--- src/rtl/bus_arbiter8.sv ---
// bus_arbiter8: round-robin arbiter for an 8-input packet mux with per-grant beat limit.
module bus_arbiter8 #(
    parameter int MAX_HOLD = 4
) (
    input  logic       Clk,
    input  logic       Reset,
    input  logic [7:0] Req,
    input  logic [7:0] Last,
    input  logic       Ready,
    output logic [2:0] Sel,
    output logic [7:0] Grant,
    output logic       Valid
);
    localparam int CW = $clog2(MAX_HOLD + 1);
    typedef enum logic {IDLE, GRANT} state_t;
    state_t state, state_n;
    logic [2:0] ptr, ptr_n, sel_n, arb_ptr, win;
    logic [CW-1:0] count, count_n;
    logic xfer, rel;
    always_ff @(posedge Clk or posedge Reset) begin
        if (Reset) begin
            state <= IDLE;
            Sel   <= '0;
            Grant <= '0;
            ptr   <= '0;
            count <= '0;
        end else begin
            state <= state_n;
            Sel   <= sel_n;
            Grant <= (state_n == GRANT) ? 8'd1 << sel_n : 8'd0;
            ptr   <= ptr_n;
            count <= count_n;
        end
    end
    // on release the search starts just past the released requester, in the same cycle
    always_comb begin
        xfer    = Valid && Ready;
        rel     = (state == GRANT) && (!Req[Sel] || (xfer && (Last[Sel] || count == CW'(MAX_HOLD - 1))));
        arb_ptr = rel ? Sel + 3'd1 : ptr;
        win     = arb_ptr;
        for (int i = 7; i >= 0; i--)
            if (Req[arb_ptr + 3'(i)]) win = arb_ptr + 3'(i);
        state_n = state;
        sel_n   = Sel;
        ptr_n   = ptr;
        count_n = count;
        if (state == IDLE || rel) begin
            ptr_n   = arb_ptr;
            state_n = (|Req) ? GRANT : IDLE;
            sel_n   = (|Req) ? win : Sel;
            count_n = '0;
        end else if (xfer) begin
            count_n = count + 1'b1;
        end
    end
    always_comb begin
        Valid = (state == GRANT) && Req[Sel];
    end
endmodule

--- config.mk ---
export PLATFORM = sky130hd
export DESIGN_NAME = bus_arbiter8
export DESIGN_NICKNAME = d
export VERILOG_FILES = /design/src/rtl/bus_arbiter8.sv
export SDC_FILE = /design/constraint.sdc
export NUM_CORES = 1
export LEC_CHECK = 0
export CAP_MARGIN = 20
export CORE_MARGIN = 5
export CORE_UTILIZATION = 25
export DETAILED_ROUTE_END_ITERATION = 7
export HOLD_SLACK_MARGIN = 0.12
export MAX_ROUTING_LAYER = met4
export PLACE_DENSITY_LB_ADDON = 0.3
export SLEW_MARGIN = 25
export SYNTH_ARGS = -nofsm -noshare
export SYNTH_HDL_FRONTEND = slang
export SYNTH_SLANG_ARGS = --single-unit
--- constraint.sdc ---
create_clock -name Clk -period 7.9 [get_ports Clk]
set_input_delay 0.79 -clock Clk [delete_from_list [all_inputs] [get_ports Clk]]
set_output_delay 0.79 -clock Clk [all_outputs]
set_load 0.005 [all_outputs]
### After elaboration in Yosys (flattened, before gate mapping)

Index checks and enable logic that the tools add are counted.
Widths: inputs -> output; s select.

* ROM bits: 0
* bits in writable memories: 0
* flip-flop bits (word level): 18
* memories kept: 0
* output and inout bits: 12
* word-level logic and storage cells: 72
* bits in latches: 0

* magnitude comparators: 9
* add/sub/neg operators: 9
* div/mod/pow operators: 0
* eq/ne operators: 1
* shifts and indexed selects: 1
* $mul: 0
* reduce and logical (&&, ||, !) cells: 10
* bitwise logic cells: 1
* multiplexer cells: 36

Operators with widths (number)
* $mux 3: 13
* $lt 3x4->1 const B: 9
* $bmux 1 s3: 10
* $add 3x3->3 const B: 4
* $mux 1: 12
* $add 3x1->3 const B: 3
* $mux 8: 1
* $reduce_or 8->1: 1
* $shl 1x3->8 const A: 1
* $add 3x2->3 const B: 2
* $logic_and 1x1->1: 4
* $eq 3x2->1 const B: 1
* $logic_or 1x1->1: 3
* $reduce_bool 2->1: 1
* $logic_not 1->1: 1
* $not 1->1: 1

### Depth between registers and ports, before layout

* word-level depth: 23
* mapped depth: 17
* depth with buffers taken out: 15

### Worst setup path after synthesis

Ideal clock, no wire load.

* path kind: input to register
* start: in Last[7]
* end: reg Grant[6]
* stages on the path: 16
* data arrival time: 4.702 ns
* setup slack: 3.130 ns
* buffers on the path: 2
* library setup time: 0.068 ns
* cell sequence: mux2_1 > mux4_2 > o21ai_1 > a21oi_1 > mux2i_1 > clkbuf_1 > ha_1 > clkbuf_1 > nand2_1 > a221oi_1 > or2_1 > a21oi_1 > mux4_2 > o221a_2 > a21oi_4 > and4b_1

* word-level cells in the longest chain between the ends: 22

RTL lines
* from (decl): line 8 `input logic [7:0] Last,`
* $bmux 1 s3 (*): line 38 `rel = (state == GRANT) && (!Req[Sel] || (xfer && (Last[Sel] || count == CW'(MAX_HOLD - 1))));`
* $mux 1 (implied by the code) (*): line 38
* $logic_or 1x1->1 (*): line 38
* $logic_and 1x1->1 (*): line 38
* $logic_or 1x1->1 (*): line 38
* $logic_and 1x1->1 (*): line 38
* $mux 3: line 39 `arb_ptr = rel ? Sel + 3'd1 : ptr;`
* $add 3x3->3: line 42 `if (Req[arb_ptr + 3'(i)]) win = arb_ptr + 3'(i);`
* $bmux 1 s3: line 42
* $mux 1 (implied by the code): line 42
* $mux 3 (8 in series): line 42
* $mux 3: line 50 `sel_n = (|Req) ? win : Sel;`
* $mux 3 (*): line 47 `if (state == IDLE || rel) begin`
* named net sel_n[2]: line 17 `logic [2:0] ptr, ptr_n, sel_n, arb_ptr, win;`
* $shl 1x3->8 (*): line 30 `Grant <= (state_n == GRANT) ? 8'd1 << sel_n : 8'd0;`
* $mux 8 (*): line 30
* to (signal assigned): line 30
* to (decl): line 11 `output logic [7:0] Grant,`

The timed path passes the listed nets; every way through them passes the cells marked *. The select of a mux whose other input is x is not followed.
A chain may end at the register's enable or synchronous reset.

### Final worst setup path

* start: in Req[1]
* end: reg Grant[5]

* word-level cells in the longest chain between the ends: 23

RTL lines
* from (decl): line 7 `input logic [7:0] Req,`
* $bmux 1 s3: line 38, 57
* $mux 1 (implied by the code): line 38, 57
* $logic_and 1x1->1: line 57 `Valid = (state == GRANT) && Req[Sel];`
* $logic_and 1x1->1: line 37 `xfer = Valid && Ready;`
* $logic_and 1x1->1: line 38
* $logic_or 1x1->1: line 38
* $logic_and 1x1->1: line 38
* $mux 3: line 39
* $add 3x3->3: line 42
* $bmux 1 s3: line 42
* $mux 1 (implied by the code): line 42
* $mux 3 (8 in series): line 42
* $mux 3: line 50
* $mux 3 (*): line 47
* named net sel_n[2]: line 17
* $shl 1x3->8 (*): line 30
* $mux 8 (*): line 30

Marks and branches as above.

==> key figures <==
Route
  • Via count: 2040
  • Top layer in use: met4
  • Avg WL per Cell: between 15 and 20 um
  • First DRT Iteration DRCs: 268
  • Met3 wire length: 384 um
  • Drt first pass iters: 5
  • WL met1: ~2900 um
  • DRT antenna net count: 0
  • WL met2: 2830 um
  • Total Wirelength: 6200 um
  • Vias per cell: ~5.6
  • Drt drc: 0

Worst hold path
  • Hold path cells: 2
  • Hold WC Path Type: register to register
  • Hold path startpoint: count[1]$_DFFE_PP0P_

Synth
  • Synth cell types: 67
  • Ys flop type: dfrtp_1
  • Simple-gate area share of the yosys netlist: 22.0%
  • Largest area contributor in the netlist: dfrtp_1
  • Top cell type's share of synthesized area: between 20% and 30%
  • Register area share after synthesis: between 20% and 30%
  • Warnings from Yosys: 0
  • Xor/xnor share of the synthesized area: 2.09%
  • Post-synth EDFFs: 0
  • Synth Register Bits: 18
  • Post-synthesis mux area share: 18.3%
  • Compound-cell area share of the yosys netlist: 28.1%
  • Ys async rst share: 100%
  • Largest family of logic cells by synthesized area: compound AO/OA/AOI/OAI gates
  • Ranking of synthesized cells by area: dfrtp_1 (22%), mux4_2 (7.7%), nand2_1 (4.8%)
  • Syn Area/Cell: 8.79 um2
  • Post-synthesis net count: 256
  • Synth Area in Adders: under 10%
  • Mapped Cells: 232
  • Cell Area, Synth: between 0.002 and 0.0025 mm2

Layout
  • Finished Layout Cells: about 370
  • Diode count: 0
  • Nets: 287
  • Synthesis-to-finish area growth: 23.3%
  • Fillers: 857
  • Commonest non-fill, non-tap cell in the layout: clkdlybuf4s50_1
  • Layout cell share with drive strength beyond 1: 13.4%
  • Commonest cells after routing, fill and taps aside: clkdlybuf4s50_1 (30), nand2_1 (26), dfrtp_1 (18), inv_1 (14), nor2_1 (14)
  • Finished Cell Area: 0.00251 mm2

Global route
  • Initial antenna violation count: 0
  • Grt ovf: 0
  • Total GRT Usage: 12.6%
  • Vias in the first global route: 1941
  • Largest net degree at the start of global routing: 19
  • First-pass GRT wire length: 9880 um

Clock tree
  • # clock sinks: 18
  • Post-cts repair resize count: 0
  • Hold-fix buffers, CTS: 0
  • CTS Buf Count: 3
  • CTS H-tree lvls: 1
  • Clk buf depth: 2
  • Clock-pin transition on the worst setup and hold timing paths: roughly 0.070 ns
  • Post-CTS setup buffers: 0
  • CTS tree: built
  • Clock Latency Late Sink: 0.25 ns
  • Root Buffer: clkbuf_8

Setup path
  • Critical Path RT: 8.07 ns
  • WP data arrival: 5.62 ns
  • Critical path fanouts, max: 13
  • Worst R2R Path Depth: 15
  • Crit path from: Req[1]
  • CP max stage cell: clkdlybuf4s50_1
  • Startpoint Class: input port
  • R2R Path Start: Sel[2]$_DFF_PP0_
  • CP Class: input port to register
  • CP peak stage delay: 0.54 ns
  • Element type at the critical path end: register
  • CP cell instances: clkdlybuf4s50_1 > mux4_2 > mux2_4 > a21oi_1 > mux2i_1 > buf_4 > ha_1 > inv_1 > nand2_1 > a221oi_1 > or2_1 > a21oi_1 > mux4_2 > o221a_2 > a21oi_4 > nor3b_2

Timing
  • RSZ-0062 raised after global routing: false
  • Tightest Pin Transition: between 0.8 and 0.9 ns
  • Final hold viol count: 0
  • Final setup fails: 0
  • Part of the cycle the worst path needs: 69.0%
  • Setup TNS: 0 ns
  • Worst setup skew after layout: 0.00214 ns
  • Crit path time final: between 5 and 6 ns
  • Max Slew Vio Count: 0
  • Rel. slew slack: between 40% and 50%
  • Fmax: 184 MHz

Place
  • RD Place Congestion: a little over 0.9
  • Buffers on Ports: 30
  • Placed insts: 363
  • Placed Area: 0.00246 mm2
  • Post-DP HPWL: 4820 um

Floorplan
  • Core area: about 0.0081 mm2
  • Die Width: 100 um
  • Site row count: 33
  • Die Height: roughly 100 um
  • Initial Util: approximately 25%
  • Die ar.: 0.0101 mm2
  • Ports: 31

Job
  • Max cap viols: 0

Outcome
  • Outcome: complete, no violations
[routing by layer]
metal / vias to the layer above / track usage [%]
met5: - / -
met4: 0 / 3.11
met3: 11 / 2.71
met2: 85 / 18.8
met1: 970 / 17.5
li1: 974 / -
[cells in the mapped netlist, types with 2 or more instances]
cell type   n
mux4_2      7
clkbuf_1    4
nor3_1      4
mux2_1      5
mux2_4      2
dfrtp_1    18
a211oi_1    5
a22oi_1     3
nand3_1    11
o22ai_1     3
a21oi_1    13
mux2_2      2
a21boi_1    2
and3_1      2
nor3b_2     3
or4_1       2
ha_1        5
nor2_1     14
o211ai_1    7
a21o_1      2
a211o_1     3
a2111oi_0   3
o21ai_1     8
inv_1      14
xnor2_1     3
o21ai_0     5
and4_1      3
nand2_1    26
mux2i_1     7
a221oi_1    5
or2_1       2
and2_1      4
[worst max-delay path: cells and delay by family]
kind / cells / cell delay, ns
compound gates: 5 / 1.40
fa+ha+maj: 1 / 0.38
buf+inv: 3 / 1.02
mux: 4 / 1.51
simple gates: 3 / 0.52
[state kept, by name (all words and copies together), names as in the netlist]
name   count
Sel        3
Grant      8
ptr        3
state      1
count      3
[logic make-up (layout without fill, tap and decap cells)]
family | count (synthesis) | in the layout
simple gates | 81 | 81
xor+xnor | 4 | 4
mux | 25 | 25
buf+inv | 22 | 52
compound gates | 77 | 77
fa+ha+maj | 5 | 5
flops | 18 | 18
[path summary, 6_finish.rpt]
kind,to,slack [ns]
worst max-delay path,Grant[5]$_DFF_PP0_,2.45
worst min-delay path,count[1]$_DFFE_PP0P_,0.54
min in group asynchronous,Grant[0]$_DFF_PP0_,0.95
max in group asynchronous,Grant[6]$_DFF_PP0_,6.51
worst max register to register,Grant[5]$_DFF_PP0_,2.75
worst min register to register,count[1]$_DFFE_PP0P_,0.54
[stage by stage]
step | setup WS [ns] | hold WS (ns) | utilization, %
global placement | 2.33 | 0.514 | 30.4
finish | 2.45 | 0.538 | 31.1
detailed placement | 2.22 | 0.529 | 30.4
CTS | 2.47 | 0.538 | 31.1
floorplan | 3.13 | 0.497 | -
global route | 2.21 | 0.587 | 31.1
[final cells by class]
cell class	count	area (um2)	area share [%]
Clock buffer	4	55.1	2.19
Multi-Input combinational cell	192	1500	59.6
Tap cell	105	131	5.23
Timing Repair Buffer	32	315	12.5
Sequential cell	18	450	17.9
Inverter	16	62.6	2.49
Power is not shown: default switching activity piles up to over one toggle a cycle in this logic, so the estimate is an artifact.
